<file path="config.mk">
export PLATFORM = sky130hd
export DESIGN_NAME = eth_pcs_tx_sequencer_flat
export DESIGN_NICKNAME = d
export VERILOG_FILES = /design/src/rtl/eth_pcs_tx_sequencer_if.sv /design/src/rtl/eth_pcs_tx_sequencer.sv /design/src/flat_wrapper.sv
export SDC_FILE = /design/constraint.sdc
export NUM_CORES = 1
export LEC_CHECK = 0
export BUFFER_PORTS_ARGS = -buffer_cell sky130_fd_sc_hd__buf_2
export CORE_UTILIZATION = 45
export DETAILED_ROUTE_END_ITERATION = 10
export PLACE_DENSITY = 0.67
export SKIP_CTS_REPAIR_TIMING = 1
export SLEW_MARGIN = 40
export SYNTH_ARGS = -nofsm -noshare
export SYNTH_HDL_FRONTEND = slang
export SYNTH_SLANG_ARGS = --single-unit
</file>
<file path="constraint.sdc">
create_clock -name i_clk -period 5.7 [get_ports i_clk]
set_clock_uncertainty 0.1 [all_clocks]
set_input_delay 0.57 -clock i_clk [delete_from_list [all_inputs] [get_ports i_clk]]
set_output_delay 0.57 -clock i_clk [all_outputs]
set_load 0.02 [all_outputs]
</file>
<file path="src/rtl/eth_pcs_tx_sequencer_if.sv">
// Encoder-side block handshake and scrambler/gearbox-side word bus of the TX PCS sequencer.
// master = the sequencer itself, slave = the surrounding datapath.
interface eth_pcs_tx_sequencer_if;
  logic        i_en;
  logic        i_test_mode;
  logic        i_blk_valid;
  logic        o_blk_ready;
  logic [1:0]  i_blk_header;
  logic [63:0] i_blk_data;
  logic        o_scr_valid;
  logic        i_scr_ready;
  logic [31:0] o_scr_data;
  logic        o_scr_bypass;
  logic [1:0]  o_tx_header;
  logic [5:0]  o_tx_sequence;
  logic        o_idle_insert;
  logic        o_hdr_err;

  modport master (
    input  i_en, i_test_mode, i_blk_valid, i_blk_header, i_blk_data, i_scr_ready,
    output o_blk_ready, o_scr_valid, o_scr_data, o_scr_bypass,
           o_tx_header, o_tx_sequence, o_idle_insert, o_hdr_err
  );

  modport slave (
    output i_en, i_test_mode, i_blk_valid, i_blk_header, i_blk_data, i_scr_ready,
    input  o_blk_ready, o_scr_valid, o_scr_data, o_scr_bypass,
           o_tx_header, o_tx_sequence, o_idle_insert, o_hdr_err
  );
endinterface

</file>
<file path="src/rtl/eth_pcs_tx_sequencer.sv">
// 10GBASE-R TX sequencer: splits 66b blocks into two 32b scrambler words, runs the gearbox
// sequence counter with a pause slot, inserts idles, and delays header/sequence to the scrambler output.
module eth_pcs_tx_sequencer #(
  parameter int unsigned SEQ_WRAP   = 32,
  parameter logic [63:0] IDLE_BLOCK = 64'h0000_0000_0000_001E
) (
  input  logic                   i_clk,
  input  logic                   i_rst_n,
  eth_pcs_tx_sequencer_if.master bus
);
  localparam logic [5:0] SEQ_LAST = 6'(SEQ_WRAP);
  localparam logic [1:0] HDR_CTRL = 2'b10;

  typedef enum logic [1:0] {SLOT_LOAD, SLOT_SECOND, SLOT_PAUSE} slot_e;

  logic [5:0]  seq_q, seq_d;
  logic        phase_q, phase_d;
  logic [31:0] hi_q, hi_d;
  logic        scr_valid_q, scr_valid_d;
  logic [31:0] scr_data_q, scr_data_d;
  logic        bypass_q, bypass_d;
  logic [1:0]  hdr1_q, hdr1_d;
  logic [5:0]  seq1_q, seq1_d;
  logic        pipe_vld_q, pipe_vld_d;
  logic [1:0]  tx_hdr_q, tx_hdr_d;
  logic [5:0]  tx_seq_q, tx_seq_d;
  logic        idle_q, idle_d;
  logic        hdr_err_q, hdr_err_d;
  logic        adv;
  slot_e       slot;

  always_comb begin
    adv = bus.i_en & bus.i_scr_ready;
    if (seq_q == SEQ_LAST) begin
      slot = SLOT_PAUSE;
    end else if (phase_q) begin
      slot = SLOT_SECOND;
    end else begin
      slot = SLOT_LOAD;
    end
  end

  always_comb begin
    seq_d       = seq_q;
    phase_d     = phase_q;
    hi_d        = hi_q;
    scr_valid_d = scr_valid_q;
    scr_data_d  = scr_data_q;
    bypass_d    = bypass_q;
    hdr1_d      = hdr1_q;
    seq1_d      = seq1_q;
    pipe_vld_d  = pipe_vld_q;
    tx_hdr_d    = tx_hdr_q;
    tx_seq_d    = tx_seq_q;
    idle_d      = 1'b0;
    hdr_err_d   = 1'b0;

    if (!bus.i_en) begin
      seq_d       = '0;
      phase_d     = 1'b0;
      scr_valid_d = 1'b0;
      pipe_vld_d  = 1'b0;
    end else if (bus.i_scr_ready) begin
      seq_d      = (slot == SLOT_PAUSE) ? 6'd0 : seq_q + 6'd1;
      phase_d    = (slot == SLOT_PAUSE) ? phase_q : ~phase_q;
      seq1_d     = seq_q;
      pipe_vld_d = 1'b1;
      // Stage 1 only becomes meaningful after one advance following a restart.
      if (pipe_vld_q) begin
        tx_hdr_d = hdr1_q;
        tx_seq_d = seq1_q;
      end
      case (slot)
        SLOT_LOAD: begin
          scr_valid_d = 1'b1;
          bypass_d    = bus.i_test_mode;
          if (bus.i_blk_valid) begin
            scr_data_d = bus.i_blk_data[31:0];
            hi_d       = bus.i_blk_data[63:32];
            hdr1_d     = bus.i_blk_header;
            hdr_err_d  = (bus.i_blk_header == 2'b00) || (bus.i_blk_header == 2'b11);
          end else begin
            scr_data_d = IDLE_BLOCK[31:0];
            hi_d       = IDLE_BLOCK[63:32];
            hdr1_d     = HDR_CTRL;
            idle_d     = 1'b1;
          end
        end
        SLOT_SECOND: begin
          scr_valid_d = 1'b1;
          scr_data_d  = hi_q;
        end
        default: begin
          scr_valid_d = 1'b0;
        end
      endcase
    end
  end

  always_ff @(posedge i_clk or negedge i_rst_n) begin
    if (!i_rst_n) begin
      seq_q       <= '0;
      phase_q     <= 1'b0;
      hi_q        <= '0;
      scr_valid_q <= 1'b0;
      scr_data_q  <= '0;
      bypass_q    <= 1'b0;
      hdr1_q      <= '0;
      seq1_q      <= '0;
      pipe_vld_q  <= 1'b0;
      tx_hdr_q    <= HDR_CTRL;
      tx_seq_q    <= '0;
      idle_q      <= 1'b0;
      hdr_err_q   <= 1'b0;
    end else begin
      seq_q       <= seq_d;
      phase_q     <= phase_d;
      hi_q        <= hi_d;
      scr_valid_q <= scr_valid_d;
      scr_data_q  <= scr_data_d;
      bypass_q    <= bypass_d;
      hdr1_q      <= hdr1_d;
      seq1_q      <= seq1_d;
      pipe_vld_q  <= pipe_vld_d;
      tx_hdr_q    <= tx_hdr_d;
      tx_seq_q    <= tx_seq_d;
      idle_q      <= idle_d;
      hdr_err_q   <= hdr_err_d;
    end
  end

  assign bus.o_blk_ready   = adv & (slot == SLOT_LOAD);
  assign bus.o_scr_valid   = scr_valid_q;
  assign bus.o_scr_data    = scr_data_q;
  assign bus.o_scr_bypass  = bypass_q;
  assign bus.o_tx_header   = tx_hdr_q;
  assign bus.o_tx_sequence = tx_seq_q;
  assign bus.o_idle_insert = idle_q;
  assign bus.o_hdr_err     = hdr_err_q;
endmodule

</file>
<file path="src/flat_wrapper.sv">
// flat-port wrapper written by rule: the top's interface ports become plain ports
module eth_pcs_tx_sequencer_flat 
#(
  parameter int unsigned SEQ_WRAP   = 32,
  parameter logic [63:0] IDLE_BLOCK = 64'h0000_0000_0000_001E
)
  (i_clk, i_rst_n, bus_i_en, bus_i_test_mode, bus_i_blk_valid, bus_i_blk_header, bus_i_blk_data, bus_i_scr_ready, bus_o_blk_ready, bus_o_scr_valid, bus_o_scr_data, bus_o_scr_bypass, bus_o_tx_header, bus_o_tx_sequence, bus_o_idle_insert, bus_o_hdr_err);
  eth_pcs_tx_sequencer_if bus_i ();
  input  logic i_clk;
  input  logic i_rst_n;
  input wire logic [$bits(bus_i.i_en)-1:0] bus_i_en;
  input wire logic [$bits(bus_i.i_test_mode)-1:0] bus_i_test_mode;
  input wire logic [$bits(bus_i.i_blk_valid)-1:0] bus_i_blk_valid;
  input wire logic [$bits(bus_i.i_blk_header)-1:0] bus_i_blk_header;
  input wire logic [$bits(bus_i.i_blk_data)-1:0] bus_i_blk_data;
  input wire logic [$bits(bus_i.i_scr_ready)-1:0] bus_i_scr_ready;
  output wire logic [$bits(bus_i.o_blk_ready)-1:0] bus_o_blk_ready;
  output wire logic [$bits(bus_i.o_scr_valid)-1:0] bus_o_scr_valid;
  output wire logic [$bits(bus_i.o_scr_data)-1:0] bus_o_scr_data;
  output wire logic [$bits(bus_i.o_scr_bypass)-1:0] bus_o_scr_bypass;
  output wire logic [$bits(bus_i.o_tx_header)-1:0] bus_o_tx_header;
  output wire logic [$bits(bus_i.o_tx_sequence)-1:0] bus_o_tx_sequence;
  output wire logic [$bits(bus_i.o_idle_insert)-1:0] bus_o_idle_insert;
  output wire logic [$bits(bus_i.o_hdr_err)-1:0] bus_o_hdr_err;
  assign bus_i.i_en = bus_i_en;
  assign bus_i.i_test_mode = bus_i_test_mode;
  assign bus_i.i_blk_valid = bus_i_blk_valid;
  assign bus_i.i_blk_header = bus_i_blk_header;
  assign bus_i.i_blk_data = bus_i_blk_data;
  assign bus_i.i_scr_ready = bus_i_scr_ready;
  assign bus_o_blk_ready = bus_i.o_blk_ready;
  assign bus_o_scr_valid = bus_i.o_scr_valid;
  assign bus_o_scr_data = bus_i.o_scr_data;
  assign bus_o_scr_bypass = bus_i.o_scr_bypass;
  assign bus_o_tx_header = bus_i.o_tx_header;
  assign bus_o_tx_sequence = bus_i.o_tx_sequence;
  assign bus_o_idle_insert = bus_i.o_idle_insert;
  assign bus_o_hdr_err = bus_i.o_hdr_err;
  eth_pcs_tx_sequencer #(.SEQ_WRAP(SEQ_WRAP), .IDLE_BLOCK(IDLE_BLOCK)) u_core (.i_clk(i_clk), .i_rst_n(i_rst_n), .bus(bus_i));
endmodule
</file>
==> impl_results.md <==
* Outcome: completed
* Top-count cell post-synth: dfrtp_1
* Post-synth ARST share at 100.0%
* Register area share after synthesis at 57.05%
* # DRC at 0
* CP required at 5.03 ns
* Area grow syn2layout at 20.61%
* Core box area at a little under 0.009 mm²
* CTS tree: yes
* Crit Path Max Fanout at 39
* Antenna Nets Post-Route at 0
* FF-to-FF Start: u_core.phase_q
* Syn. warnings at 0
* Setup violators final at 0
* Avg Inst Size Synth at ~13 µm²
* TritonCTS Buffers at 9
* Initial Util at 46.30%
* Post-DP HPWL at 5959 µm
* Wire length per cell at ~17 µm
* Worst Setup SP: u_core.seq_q[0]
* Crit share post-route at 49.49%
* Number of synthesized register bits at 92
* Global-route wire length before repair at 14820 µm
* Clock root cell: clkbuf_8
* RSZ-0062 raised after global routing: false
* Setup CP Type: register to primary output
* Worst-margin pin slew at 0.7781 ns
* DR pass1 iterations at 4
* Clock insertion delay at the later pin of the skew report at 0.34 ns
* Sum Neg Setup Slack at 0 ns
* Net Count, Synth at 394
* Clock tree buffer depth at 2
* H-tree depth at 3
* Die height at a little under 100 µm
* Largest net degree at the start of global routing at between 60 and 70
* Maximum Capacitance Violations at 0
* P_leak at ~0.0026 µW
* Detailed Route Iter0 Violations at 143
* Gr usage total at between 10% and 20%
* Rows at 34
* Synth Instances at between 300 and 400
* Worst-path clk slew at 0.09 ns
* Number of enable flip-flop cells after synthesis at 0
* Top post-synthesis cells by area: dfrtp_1, a22o_1, mux2_2
* Maximum VDD drop at between 0.1 and 0.15 mV
* CP Launch Type: register
* Max Fclk at 354.5 MHz
* Final Max Slew Viols at 0
* Vias per cell at 5.494
* Initial antenna violation count at 1
* Top-area cell type share of the netlist area at 56.40%
* Fin crit period at about 2.8 ns
* WL final at 8952 µm
* Count of cell types in the netlist at 35
* Design Power at about 1500 µW
* Crit. End Element: primary output
* Worst slew margin at 48.13%
* Main flop type after synthesis: dfrtp_1
* Synthesized area at slightly above 0.004 mm²
* Pwr Density at 313.3 mW/mm²
* Final Hold Vio Count at 0
* GPL Wtd Cong at 0.8173
* Share of cells above drive strength 1 at 41.03%
* Die span in x at 96.73 µm
* Top post-synthesis cells by count: dfrtp_1, a22o_1, mux2_2
* CP Data Arrival Time at 2.15 ns
* GR Overflow Total at 0
* I/O pin total at 117
* Port Buffers at roughly 120
* Nets at 498
* Die area at slightly above 0.009 mm²
* Vias in the first global route at 2896
* # clock sinks at 92
* HP Class: primary input to async pin
* Vias at between 2000 and 3000
* Area leader, netlist: dfrtp_1
==> flip-flops by register name, indices dropped and copies added, names as in the netlist <==
name and flops:
u_core.bus.o_scr_data 32, u_core.hi_q 32, u_core.bus.o_tx_sequence 6, u_core.seq1_q 6, u_core.seq_q 6, u_core.bus.o_tx_header 2, u_core.hdr1_q 2, u_core.bus.o_hdr_err 1
u_core.bus.o_idle_insert 1, u_core.bus.o_scr_bypass 1, u_core.bus.o_scr_valid 1, u_core.phase_q 1, u_core.pipe_vld_q 1
==> final timing paths <==
kind / end / slack, ns / cells past startpoint
worst max-delay path: bus_o_blk_ready / 2.88 / 7
worst min-delay path: u_core.bus.o_tx_sequence[1] / 0.12 / 1
worst max register to register: u_core.hi_q[23] / 3.23 / 3
worst min register to register: u_core.bus.o_tx_header[1] / 0.39 / 2
max in group asynchronous: u_core.hi_q[31] / 4.36 / 2
min in group i_clk: u_core.bus.o_scr_bypass / 0.34 / 2
==> metal layers <==
| metal | vias to the layer above | track usage (%) | part of all wire, % | routed length [µm] |
|---|---|---|---|---|
| li1 | 1396 | - | - | - |
| met1 | 1466 | 29.49 | 48 | 4284 |
| met2 | 87 | 28.93 | 46 | 4159 |
| met3 | 7 | 3.324 | 4.4 | 398 |
| met4 | 0 | 8.152 | 1.2 | 109 |
| met5 | - | 0 | 0 | 0 |
==> report_power, final <==
group / leakage (µW) / total (µW) / switching (µW) / internal, µW
clock network: 0.0000918 / 444 / 228 / 216
logic: 0.00129 / 297 / 162 / 135
registers: 0.00120 / 784 / 49.3 / 735
total: 0.00258 / 1530 / 440 / 1090
==> through the flow <==
| step | cell area (µm²) | utilization [%] | std cells | worst slack, ns | hold slack (ns) |
|---|---|---|---|---|---|
| floorplan | 4038 | - | 320 | 3.455 | 0.1744 |
| global placement | 4663 | 53.47 | 521 | 3.065 | 0.3622 |
| detailed placement | 4664 | 53.49 | 521 | 3.076 | 0.3784 |
| CTS | 4867 | 55.81 | 537 | 2.852 | 0.1339 |
| global route | 4870 | 55.84 | 538 | 2.712 | 0.1477 |
| finish | 4870 | 55.84 | 538 | 2.879 | 0.1198 |
==> worst max-delay path, stage by stage (launching register included) <==
cell and delay [ns]:
dfrtp_1 0.43, inv_1 0.13, ha_1 0.18, and4bb_4 0.31, a211o_1 0.14, buf_4 0.38, inv_1 0.07, buf_2 0.17
==> cell families after synthesis <==
group,after synthesis,share of synthesized area (%)
DFF,92,57.05
adders and majority gates,2,0.6197
buffers and inverters,38,4.400
and+or+nand+nor,60,8.615
xor gates and xnor gates,3,0.6509
AOI/OAI and AO/OA,82,16.80
muxes,43,11.87
==> cell usage in the layout, fill, tap and decap left out, drive strengths merged, types with 2 or more instances in the layout <==
cell type / n
a21oi: 4
and3: 29
o22ai: 4
nand3: 2
a32o: 5
a22o: 56
and3b: 2
nand2b: 3
mux2i: 4
nand2: 10
dfrtp: 91
mux2: 39
xor2: 2
inv: 10
clkbuf: 11
clkinvlp: 3
o211ai: 2
nor2: 8
o21ai: 5
clkinv: 2
nand4: 2
a41o: 2
ha: 2
buf: 120
==> final cells by class <==
class                      count  area (µm²)
inverter                      11       41.29
clock buffer                  11       141.4
fill                         765        3851
sequential                    92        2305
multi-input combinational    190        1570
tap                          108       135.1
antenna                        1       2.502
timing repair buffer         120       613.1
clock inverter                 5       61.31
Note: power is estimated with default switching activity, not from simulation.
